--- config.mk ---
export PLATFORM = sky130hd
export DESIGN_NAME = if_fetch_queue
export DESIGN_NICKNAME = d
export VERILOG_FILES = /design/src/rtl/cpu_pkg.sv /design/src/rtl/fetch_fifo.sv /design/src/rtl/if_fetch_queue.sv
export SDC_FILE = /design/constraint.sdc
export NUM_CORES = 1
export LEC_CHECK = 0
export CORE_ASPECT_RATIO = 0.75
export CORE_MARGIN = 2
export CORE_UTILIZATION = 50
export DETAILED_ROUTE_END_ITERATION = 12
export DONT_BUFFER_PORTS = 1
export PLACE_DENSITY = 0.77
export SLEW_MARGIN = 20
export SYNTH_ARGS = -nofsm -noshare
export SYNTH_HDL_FRONTEND = slang
export SYNTH_SLANG_ARGS = --single-unit
--- constraint.sdc ---
create_clock -name clk -period 2.93 [get_ports clk]
set_input_delay 0.586 -clock clk [delete_from_list [all_inputs] [get_ports clk]]
set_output_delay 0.586 -clock clk [all_outputs]
set_load 0.05 [all_outputs]
--- src/rtl/cpu_pkg.sv ---
// Shared fetch-stage types and constants.
// Imported by the fetch queue and its entry FIFO.
package cpu_pkg;

  localparam int XLEN    = 32;
  localparam int ILEN    = 32;
  localparam int PC_STEP = 4;

  localparam logic [XLEN-1:0] RESET_PC = 32'h8000_1180;

  typedef struct packed {
    logic [XLEN-1:0] pc;
    logic [ILEN-1:0] ins;
  } fetch_entry_t;

endpackage

--- src/rtl/fetch_fifo.sv ---
// In-order buffer of fetched {pc, ins} entries.
// Synchronous clear drops everything at once on a redirect.
module fetch_fifo
  import cpu_pkg::*;
#(
  parameter  int DEPTH = 4,
  localparam int CW    = $clog2(DEPTH) + 1
) (
  input  logic         clk,
  input  logic         rst,
  input  logic         clear,
  input  logic         push,
  input  fetch_entry_t din,
  input  logic         pop,
  output fetch_entry_t head,
  output logic [CW-1:0] count
);

  localparam int AW = $clog2(DEPTH);

  fetch_entry_t mem [DEPTH];
  logic [AW-1:0] rp;
  logic [AW-1:0] wp;
  logic          pop_ok;

  assign pop_ok = pop && (count != '0);
  assign head   = mem[rp];

  // entry storage, no reset needed
  always_ff @(posedge clk) begin
    if (push) mem[wp] <= din;
  end

  // pointers and occupancy
  always_ff @(posedge clk) begin
    if (rst || clear) begin
      rp    <= '0;
      wp    <= '0;
      count <= '0;
    end else begin
      if (push)   wp <= wp + 1'b1;
      if (pop_ok) rp <= rp + 1'b1;
      count <= count + CW'(push) - CW'(pop_ok);
    end
  end

endmodule

--- src/rtl/if_fetch_queue.sv ---
// Decoupled instruction fetch: credit-limited requests,
// in-order response queue, redirect flush with stale drop.
module if_fetch_queue
  import cpu_pkg::*;
#(
  parameter int DEPTH = 4
) (
  input  logic            clk,
  input  logic            rst,
  input  logic            redirect_valid,
  input  logic [XLEN-1:0] redirect_pc,
  output logic            imem_req_valid,
  input  logic            imem_req_ready,
  output logic [XLEN-1:0] imem_req_addr,
  input  logic            imem_rsp_valid,
  input  logic [ILEN-1:0] imem_rsp_data,
  output logic            id_valid,
  input  logic            id_ready,
  output logic [XLEN-1:0] id_pc,
  output logic [XLEN-1:0] id_npc,
  output logic [ILEN-1:0] id_ins
);

  localparam int CW = $clog2(DEPTH) + 1;
  localparam int AW = $clog2(DEPTH);

  logic [XLEN-1:0] fetch_pc;
  logic [CW-1:0]   inflight;
  logic [CW-1:0]   drop_cnt;
  logic [CW-1:0]   count;
  logic [CW:0]     used;
  logic [XLEN-1:0] pcq [DEPTH];
  logic [AW-1:0]   pwp;
  logic [AW-1:0]   prp;
  logic            accept;
  logic            keep;
  logic            pop;
  fetch_entry_t    din;
  fetch_entry_t    head;

  assign used = {1'b0, inflight} + {1'b0, count};

  assign imem_req_valid = !rst && !redirect_valid
                       && (used < (CW+1)'(DEPTH));
  assign imem_req_addr  = fetch_pc;
  assign accept = imem_req_valid && imem_req_ready;

  assign keep = imem_rsp_valid && !redirect_valid
             && (drop_cnt == '0);
  assign din  = '{pc: pcq[prp], ins: imem_rsp_data};

  assign id_valid = !rst && (count != '0);
  assign pop      = id_valid && id_ready && !redirect_valid;
  assign id_pc    = head.pc;
  assign id_ins   = head.ins;
  assign id_npc   = head.pc + XLEN'(PC_STEP);

  fetch_fifo #(.DEPTH(DEPTH)) u_fifo (
    .clk   (clk),
    .rst   (rst),
    .clear (redirect_valid),
    .push  (keep),
    .din   (din),
    .pop   (pop),
    .head  (head),
    .count (count)
  );

  // address of every accepted request, in issue order
  always_ff @(posedge clk) begin
    if (accept) pcq[pwp] <= fetch_pc;
  end

  // fetch pointer, credit and stale-response bookkeeping
  always_ff @(posedge clk) begin
    if (rst) begin
      fetch_pc <= RESET_PC;
      inflight <= '0;
      drop_cnt <= '0;
      pwp      <= '0;
      prp      <= '0;
    end else begin
      inflight <= inflight + CW'(accept) - CW'(imem_rsp_valid);
      if (accept)         pwp <= pwp + 1'b1;
      if (imem_rsp_valid) prp <= prp + 1'b1;
      if (redirect_valid) begin
        fetch_pc <= redirect_pc;
        drop_cnt <= inflight - CW'(imem_rsp_valid);
      end else begin
        if (accept) fetch_pc <= fetch_pc + XLEN'(PC_STEP);
        if (imem_rsp_valid && drop_cnt != '0)
          drop_cnt <= drop_cnt - 1'b1;
      end
    end
  end

`ifndef SYNTHESIS
  // protocol sanity on the memory side and the credit limit
  always_ff @(posedge clk) begin
    if (!rst) begin
      assert (!(imem_rsp_valid && inflight == '0))
        else $error("rsp_valid with nothing in flight");
      assert (used <= (CW+1)'(DEPTH))
        else $error("credit overflow");
    end
  end
`endif

endmodule
==> metrics.md, run 1 <==
| Metric | Value |
|---|---|
| CTS tree | done |
| Sequential-to-total area share from yosys stat | 0.723 |
| First-pass GRT wire length | 57.6 mm |
| Fill count | 2448 |
| WP buf/inv | 2 |
| Vias/cell | 5.81 |
| Metal2 WL | 17.8 mm |
| Gpl congestion | 0.820 |
| Cells taking the most area after synthesis | edfxtp_1 (66%), mux4_2 (12%), dfxtp_1 (6.1%) |
| Drt pass-1 iters | 4 |
| Fin crit period | 3.22 ns |
| CTS Hold Bufs | 0 |
| Metal-1 WL | 15.8 mm |
| Total Power | 13700 uW |
| Post-synth net total | 1035 |
| Ant. Diodes | 0 |
| RSZ-0062 raised after global routing | true |
| Layout cells sized above 1 | 0.325 |
| Worst EP arrival | 2.63 ns |
| Pleak | 0.00697 uW |
| Max VDD drop | 0.000350 V |
| Post-synth ARST share | 0 |
| Core area | 34500 sq um |
| Hold Path Class | in -> reg |
| Clock Latency Late Sink | 0.54 ns |
| Routed WL | 37.3 mm |
| Kind of critical path | reg -> out |
| Flops & latches, synth | 437 |
| Vias | 9120 |
| DP Area | 19500 sq um |
| Num CTS Buffers | 42 |
| Synth-to-Final Area Change | 20.6% |
| Period utilization | 1.10 |
| Pwr Density | 650 nW/um^2 |
| Initial antenna violation count | 2 |
| Top cell type's share of synthesized area | 0.662 |
| H-Tree Level Count | 2 |
| IO buf count | 0 |
| Gr ovfl total | 0 |
| Tightest Pin Transition | 1.01 ns |
| Nets | 1173 |
| Commonest cells after routing, fill and taps aside | edfxtp_1 (384), mux4_2 (96), buf_4 (91) |
| Cell Area, Synth | 17400 sq um |
| Largest net degree at the start of global routing | 65 |
| Violated checks | negative setup slack |
| CP startpoint kind | flop |
| Initial drt markers | 850 |
| Synth Flop Type | edfxtp_1 |
| Outcome | finished, violations left |
| Mean Syn Cell Area | 18.5 sq um |
| Final hold vios | 0 |
| CTS root buf | clkbuf_16 |
| Die W | 220 microns |
| Clock Tree Buf Depth | 3 |
| Synth warn | 0 |
| Post-route ant nets | 0 |
| CP peak stage delay | 0.60 ns |
| Starting Density | 0.504 |
| Max Slew Vio Count | 0 |
| CP Cell Sequence | mux4_2 > buf_8 > and2_4 > and3_4 > and3_4 > xor2_4 > buf_12 |
| DRC | 0 |
| Commonest non-fill, non-tap cell in the layout | edfxtp_1 |
| Place WS | 0.115 ns |
| Number of synthesized flops with an enable pin | 384 |
| Fmax | 311 MHz |
| Most common cell on crit path | and3_4 |
| DR WL met3 | 2.93 mm |
| Top sig layer | met5 |
| CP endpoint kind | output pin |
| Clock-pin slew on the worst setup and hold paths | 0.07 ns |
| Post-synth cell types | 56 |
| DP Wirelength | 24.2 mm |
| Vias in the first global route | 9414 |
| Yosys top cell by area | edfxtp_1 |
| DIE AREA | 36400 sq um |
| Max_slew headroom | 0.323 |
| Min Hold Slack | 0.104 ns |
| Die Y | 166 microns |
| Sink Count | 437 |
| Max cap viols | 0 |
| Endpoints failing setup | 27 |
| Synthesized netlist cell count | 943 |
| Final Worst Setup Slack | -0.286 ns |
| Post-route cell area | 21000 sq um |
| I/O Pins | 200 |
| Critical Path RT | 2.34 ns |
| Critical-path top delay cell | mux4_2 |
| WL/cell | 23.8 microns |
| Clk_skew | 0.0231 ns |
| Std cell rows | 59 |
| GRT Total Usage | 0.211 |
| Worst path top cell family by delay | multiplexers |
| CP max FO | 8 |
==> synthesized netlist by cell type, types with 7 or more instances <==
cell      number
inv_1         21
nor3_1         7
a211oi_1      10
and3_1        10
o21ai_0       14
nand2_1       37
ha_1          20
buf_2         16
edfxtp_1     384
a21oi_1       14
and2_1        21
xnor2_1       34
nand4_1       20
a31oi_1       13
dfxtp_1       53
nand3_1       17
xor2_1        17
nor2_1        39
mux4_2        95
clkbuf_1      16
==> routing by layer <==
metal	GRT usage	up-vias
met2	0.330	369
met4	0.0484	2
met1	0.306	4646
li1	-	4043
met5	0	-
met3	0.0466	60
==> worst register-to-register path: stages (launching register included) <==
cell	delay, ns
dfxtp_1	0.41
ha_1	0.26
a311oi_1	0.30
and3_1	0.25
inv_2	0.05
ha_1	0.26
inv_1	0.04
ha_1	0.18
fa_1	0.38
xnor2_1	0.17
xnor2_1	0.13
nor2_1	0.05
==> registers in the layout, indices dropped and copies added (netlist names), 3 cells and up, named ones only <==
name	cells
imem_req_addr	32
u_fifo.mem	256
u_fifo.count	3
drop_cnt	3
pcq	128
inflight	3
==> worst paths after layout <==
kind	from	end	slack, ns	depth (start not counted)
setup reg to reg	u_fifo.count[1]	inflight[2]	0.36	11
hold / removal	rst	imem_req_addr[27]	0.10	1
setup / recovery	flop	id_npc[9]	-0.29	7
hold reg to reg	pwp[1]	pwp[1]	0.50	2
==> cells by family after synthesis <==
| logic type | share of synthesized area |
|---|---|
| AND/OR/NAND/NOR | 0.0634 |
| flip-flops | 0.723 |
| XOR/XNOR | 0.0256 |
| adder cells (fa/ha/maj) | 0.0167 |
| buffers and inverters | 0.0202 |
| AO/OA/AOI/OAI | 0.0251 |
| multiplexers | 0.127 |
==> power by group <==
group,leakage [uW],switching [uW],internal [uW],total (uW)
clock network,0.000615,2220,2820,5040
registers,0.00392,97.2,7010,7100
logic,0.00243,997,531,1530
==> stage by stage <==
stage | utilization | std cells | TNS, ns
2_1_floorplan | - | 943 | -0.629
3_3_place_gp | 0.564 | 1480 | 0
3_5_place_dp | 0.564 | 1480 | 0
4_1_cts | 0.606 | 1565 | -5.78
5_1_grt | 0.608 | 1570 | -7.88
6_report | 0.608 | 1570 | -5.46
==> repair_timing <==
action	in CTS	in global routing
gates resized for setup	26	9
pin swaps	4	4
setup endpoints to repair	55	50
gates cloned	2	0
setup buffers	8	5
==> area by class of cell <==
class,count,area [sq um],area share
Timing Repair Buffer,140,1620,0.0772
Clock buffer,57,1130,0.0537
Inverter,23,86.3,0.00411
Clock inverter,19,146,0.00697
Multi-Input combinational cell,437,4860,0.231
Sequential cell,437,12600,0.600
Tap cell,457,572,0.0272
No activity file was read; power rests on OpenSTA's default activity.
==> run 2: changes to the inputs <==
- CTS_CLUSTER_DIAMETER: not set -> 200
- SKIP_LAST_GASP: not set -> 1
==> run 2 against run 1 <==
- core utilization increased by 0.25 points
- the flow still finishes with violations (negative setup slack)
- sequential share of layout area down 0.24 points
- critical endpoint unchanged
- sequential power about the same
- highest routed layer unchanged
==> metrics.md, run 2 (synthesis results as in run 1) <==
| Metric | Value |
|---|---|
| Post-route ant nets | 0 (unchanged) |
| Layout cells sized above 1 | 0.325 (-0.000607) |
| CTS root buf | clkbuf_16 |
| CP endpoint kind | output pin |
| I/O Pins | 200 (unchanged) |
| Critical Path RT | 2.34 ns (about the same) |
| DIE AREA | 36400 sq um (unchanged) |
| Sink Count | 437 (unchanged) |
| Pleak | 0.00700 uW (+0.51%) |
| Clock Latency Late Sink | 0.55 ns (about the same) |
| Post-route setup TNS | -5.06 ns (+0.395 ns) |
| CTS Hold Bufs | 0 (unchanged) |
| Synth-to-Final Area Change | 21.1% |
| Tightest Pin Transition | 1.02 ns (+0.00854 ns) |
| H-Tree Level Count | 2 (unchanged) |
| Std cell rows | 59 (unchanged) |
| CTS tree | done |
| Kind of critical path | reg -> out |
| Final hold vios | 0 (unchanged) |
| Period utilization | 1.10 (about the same) |
| Initial drt markers | 840 (-1.2%) |
| First-pass GRT wire length | 57.6 mm (unchanged) |
| Fin crit period | 3.22 ns (-0.000465 ns) |
| Min Hold Slack | 0.0985 ns (-0.00517 ns) |
| Outcome | finished, violations left |
| RSZ-0062 raised after global routing | true |
| Vias in the first global route | 9416 (+0.021%) |
| IO buf count | 0 (unchanged) |
| DRC | 0 (unchanged) |
| Max VDD drop | 0.000352 V (+0.53%) |
| Violated checks | negative setup slack |
| Die Y | 166 microns (unchanged) |
| Endpoints failing setup | 27 (unchanged) |
| GRT Total Usage | 0.211 (unchanged) |
| Gr ovfl total | 0 (unchanged) |
| Routed WL | 37.4 mm (+0.26%) |
| Max Slew Vio Count | 0 (unchanged) |
| Pwr Density | 648 nW/um^2 (-0.31%) |
| Clk_skew | 0.0216 ns (-0.00148 ns) |
| Initial antenna violation count | 2 (unchanged) |
| CP max FO | 8 (unchanged) |
| Num CTS Buffers | 42 (unchanged) |
| Vias/cell | 5.83 (+0.42%) |
| Place WS | 0.115 ns (unchanged) |
| Gpl congestion | 0.820 (unchanged) |
| Final Worst Setup Slack | -0.285 ns (+0.000465 ns) |
| Nets | 1172 (-0.085%) |
| Max_slew headroom | 0.318 (-0.00572) |
| Starting Density | 0.504 (unchanged) |
| Clock-pin slew on the worst setup and hold paths | 0.07 ns (about the same) |
| Largest Register | u_fifo.mem |
| CP startpoint kind | flop |
| Commonest non-fill, non-tap cell in the layout | edfxtp_1 |
| Worst EP arrival | 2.63 ns (about the same) |
| WL/cell | 23.8 microns (+0.26%) |
| Clock Tree Buf Depth | 3 (unchanged) |
| Fmax | 311 MHz (about the same) |
| Vias | 9158 (+0.42%) |
| Die W | 220 microns (unchanged) |
| Core area | 34500 sq um (unchanged) |
| Commonest cells after routing, fill and taps aside | edfxtp_1 (384), mux4_2 (96), buf_4 (88) |
| DP Wirelength | 24.2 mm (unchanged) |
| Largest net degree at the start of global routing | 65 (unchanged) |
| Drt pass-1 iters | 4 (unchanged) |
| Max cap viols | 0 (unchanged) |
| Hold Path Class | in -> reg |
| Largest register FFs | 256 (unchanged) |
==> run 2: changes by cell type in the layout (fill, tap and decap cells not counted), sizes merged <==
cell / before / now
buf: 140 / 139
diode: 0 / 1
==> run 2: repair_timing <==
action | 4_1_cts | 5_1_grt
gates cloned | 2 | 0
pin swaps | 4 | 10
setup buffers | 8 | 4
resized for setup | 25 | 21
setup endpoints to repair | 55 | 50
==> run 2: worst paths after layout <==
path	start	endpoint	slack, ns	cells after the start
max reg2reg	u_fifo.count[1]	inflight[2]	0.35	11
max	flop	id_npc[9]	-0.29	7
min	rst	imem_req_addr[27]	0.1	1
min reg2reg	pwp[1]	pwp[1]	0.50	2
==> run 2: through the flow <==
| stage | power (uW) | instance area [sq um] | instances | util |
|---|---|---|---|---|
| after floorplan | 8270 | 17700 | 943 | - |
| after global placement | 8700 | 19500 | 1480 | 0.564 |
| after detailed placement | 8740 | 19500 | 1480 | 0.564 |
| after CTS | 13800 | 20900 | 1565 | 0.606 |
| after global routing | 14200 | 21100 | 1569 | 0.611 |
| final | 13700 | 21100 | 1570 | 0.611 |
==> run 2: power breakdown <==
part           total [uW]  internal (uW)  switching, uW
clock network        5040           2820           2220
registers            7100           7010           97.5
logic                1540            536           1000
total               13700          10400           3320
==> run 2: cell type report <==
| cell class | instances | area, sq um |
|---|---|---|
| repair buffers | 139 | 1620 |
| clock buffers | 57 | 1130 |
| multi-input cells | 437 | 4940 |
| well taps | 457 | 572 |
| diodes | 1 | 2.50 |
| fillers | 2437 | 13500 |
| clock inverters | 19 | 146 |
| inverters | 23 | 86.3 |
| flip-flops and latches | 437 | 12600 |
==> run 2: worst max-delay path, stage by stage, from the launching register on <==
cell and delay [ns]:
dfxtp_4 0.42, mux4_2 0.60, buf_8 0.19, and2_4 0.16
and3_4 0.20, and3_4 0.21, xor2_4 0.16, buf_12 0.15
==> run 2: per-layer routing <==
layer  vias up  global-route usage  routed length, microns
met2       356               0.330                   17900
met1      4695               0.306                   16100
met4         2              0.0484                     696
li1       4045                   -                       -
met5         -                   0                      13
met3        60              0.0466                    2770
==> run 3: changes to the inputs <==
- CAP_MARGIN: not set -> 10
- CTS_BUF_LIST: not set -> sky130_fd_sc_hd__clkbuf_8
- TNS_END_PERCENT: not set -> 50
==> run 3 against run 2 <==
- the flow still finishes with violations (negative setup slack)
- final cell count is 2.5% higher
- combinational power hardly changed
- hold slack worse by 0.045 ns
- critical path depth stayed put
- global-route usage is 0.39 points lower
- maximum frequency is 3.6% lower
- sequential share of layout area is 0.22 points higher
- core utilization is 0.22 points lower
- clock skew is 0.017 ns higher
- clock power is 5.0% lower
- power is 1.9% lower
- largest cell class unchanged
==> metrics.md, run 3 (synthesis results as in run 1) <==
| Metric | Value |
|---|---|
| Commonest non-fill, non-tap cell in the layout | edfxtp_1 |
| Worst EP arrival | 2.75 ns (+0.12 ns) |
| Std cell rows | 59 (unchanged) |
| Most common cell on crit path | and3_4 |
| Post-route ant nets | 0 (unchanged) |
| CTS root buf | clkbuf_8 |
| Max cap viols | 0 (unchanged) |
| Kind of critical path | reg -> out |
| Final hold vios | 0 (unchanged) |
| Largest net degree at the start of global routing | 65 (unchanged) |
| Fin crit period | 3.33 ns (+0.119 ns) |
| Initial antenna violation count | 2 (unchanged) |
| I/O Pins | 200 (unchanged) |
| CP endpoint kind | output pin |
| Total Power | 13400 uW (-1.9%) |
| Critical-path top delay cell | mux4_2 |
| Clock-pin slew on the worst setup and hold paths | 0.06 ns (about the same) |
| Endpoints failing setup | 28 (+3.7%) |
| Routed WL | 37.5 mm (+0.33%) |
| Post-route setup TNS | -7.89 ns (-2.83 ns) |
| RSZ-0062 raised after global routing | true |
| CTS tree | done |
| Pleak | 0.00706 uW (+0.78%) |
| Reg2reg start | u_fifo.count[1] |
| Largest register FFs | 256 (unchanged) |
| Gr ovfl total | 0 (unchanged) |
| GRT Total Usage | 0.207 (-0.00388) |
| Final Worst Setup Slack | -0.405 ns (-0.119 ns) |
| Largest Register | u_fifo.mem |
| Vias/cell | 5.84 (about the same) |
| Pwr Density | 639 nW/um^2 (-1.5%) |
| Commonest cells after routing, fill and taps aside | edfxtp_1 (384), mux4_2 (96), buf_4 (84) |
| Drt pass-1 iters | 5 (+1) |
| CTS Hold Bufs | 0 (unchanged) |
| Gpl congestion | 0.797 (-2.8%) |
| Core area | 34500 sq um (unchanged) |
| Vias | 9398 (+2.6%) |
| Max Slew Vio Count | 0 (unchanged) |
| Layout cells sized above 1 | 0.338 (+0.0133) |
| Die Y | 166 microns (unchanged) |
| Nets | 1194 (+1.9%) |
| Place WS | 0.106 ns (-0.00856 ns) |
| Die W | 220 microns (unchanged) |
| Starting Density | 0.504 (unchanged) |
| Hold Path Class | in -> reg |
| Max_slew headroom | 0.338 (+0.0202) |
| Sink Count | 437 (unchanged) |
| IO buf count | 0 (unchanged) |
| CP startpoint kind | flop |
| Initial drt markers | 767 (-8.7%) |
| CP max FO | 7 (-1) |
| DRC | 0 (unchanged) |
| CP Cell Sequence | mux4_2 > buf_8 > and2_4 > and3_4 > and3_4 > xor2_4 > buf_12 |
| Max VDD drop | 0.000290 V (-18%) |
| Synth-to-Final Area Change | 20.6% |
| Vias in the first global route | 9343 (-0.78%) |
| Clk_skew | 0.0391 ns (+0.0175 ns) |
| CP peak stage delay | 0.60 ns (about the same) |
| DIE AREA | 36400 sq um (unchanged) |
| Outcome | finished, violations left |
| Period utilization | 1.14 (+0.0407) |
| Clock Latency Late Sink | 0.59 ns (+0.04 ns) |
| Fmax | 300 MHz (-3.6%) |
| Critical Path RT | 2.34 ns (about the same) |
| Violated checks | negative setup slack |
| First-pass GRT wire length | 56.6 mm (-1.8%) |
| DP Wirelength | 23.9 mm (-1.4%) |
| Clock Tree Buf Depth | 3 (unchanged) |
| Num CTS Buffers | 69 (+64%) |
| Tightest Pin Transition | 0.990 ns (-0.0302 ns) |
| H-Tree Level Count | 3 (+1) |
| WL/cell | 23.3 microns (-2.2%) |
| HP Start | rst |
==> run 3: stage by stage <==
step | std cells | utilization | hold slack [ns] | cell area (sq um)
final | 1610 | 0.608 | 0.0538 | 21000
after CTS | 1601 | 0.603 | 0.0171 | 20800
after detailed placement | 1470 | 0.558 | 0.482 | 19300
after floorplan | 943 | - | 0.469 | 17700
after global routing | 1608 | 0.608 | 0.0204 | 21000
after global placement | 1470 | 0.558 | 0.474 | 19300
==> run 3: worst paths after layout <==
kind	slack [ns]	end	cells past startpoint
max	-0.40	id_npc[9]	7
min	0.05	inflight[0]	1
max reg2reg	0.38	inflight[2]	11
min reg2reg	0.49	pwp[1]	2
==> run 3: metal layers <==
metal | vias to the layer above | routed length (microns) | global-route usage
met1 | 4830 | 16200 | 0.306
li1 | 4104 | - | -
met2 | 409 | 17500 | 0.310
met4 | 0 | 603 | 0.0572
met5 | - | 0 | 0
met3 | 55 | 3220 | 0.0512
==> run 3: power by group <==
group	switching [uW]	internal (uW)
registers	113	7010
logic	990	517
clock network	2300	2500
==> run 3: area by class of cell <==
type | instances | area [sq um]
fillers | 2384 | 13500
flip-flops and latches | 437 | 12600
repair buffers | 134 | 1560
clock inverters | 47 | 273
clock buffers | 73 | 1000
inverters | 23 | 86.3
multi-input cells | 437 | 4930
diodes | 2 | 5.00
well taps | 457 | 572
==> run 3: timing repair <==
item | CTS | global route
cloned | 2 | 2
buffers inserted | 9 | 6
pin swaps | 20 | 11
gates resized for setup | 39 | 18
endpoints found under the setup margin | 56 | 56
==> run 3: worst max-delay path: cells and delay by family (launching register included) <==
kind | cells | cell delay [ns]
muxes | 1 | 0.60
and+or+nand+nor | 3 | 0.59
buffers and inverters | 2 | 0.34
DFF | 1 | 0.46
xor gates and xnor gates | 1 | 0.15
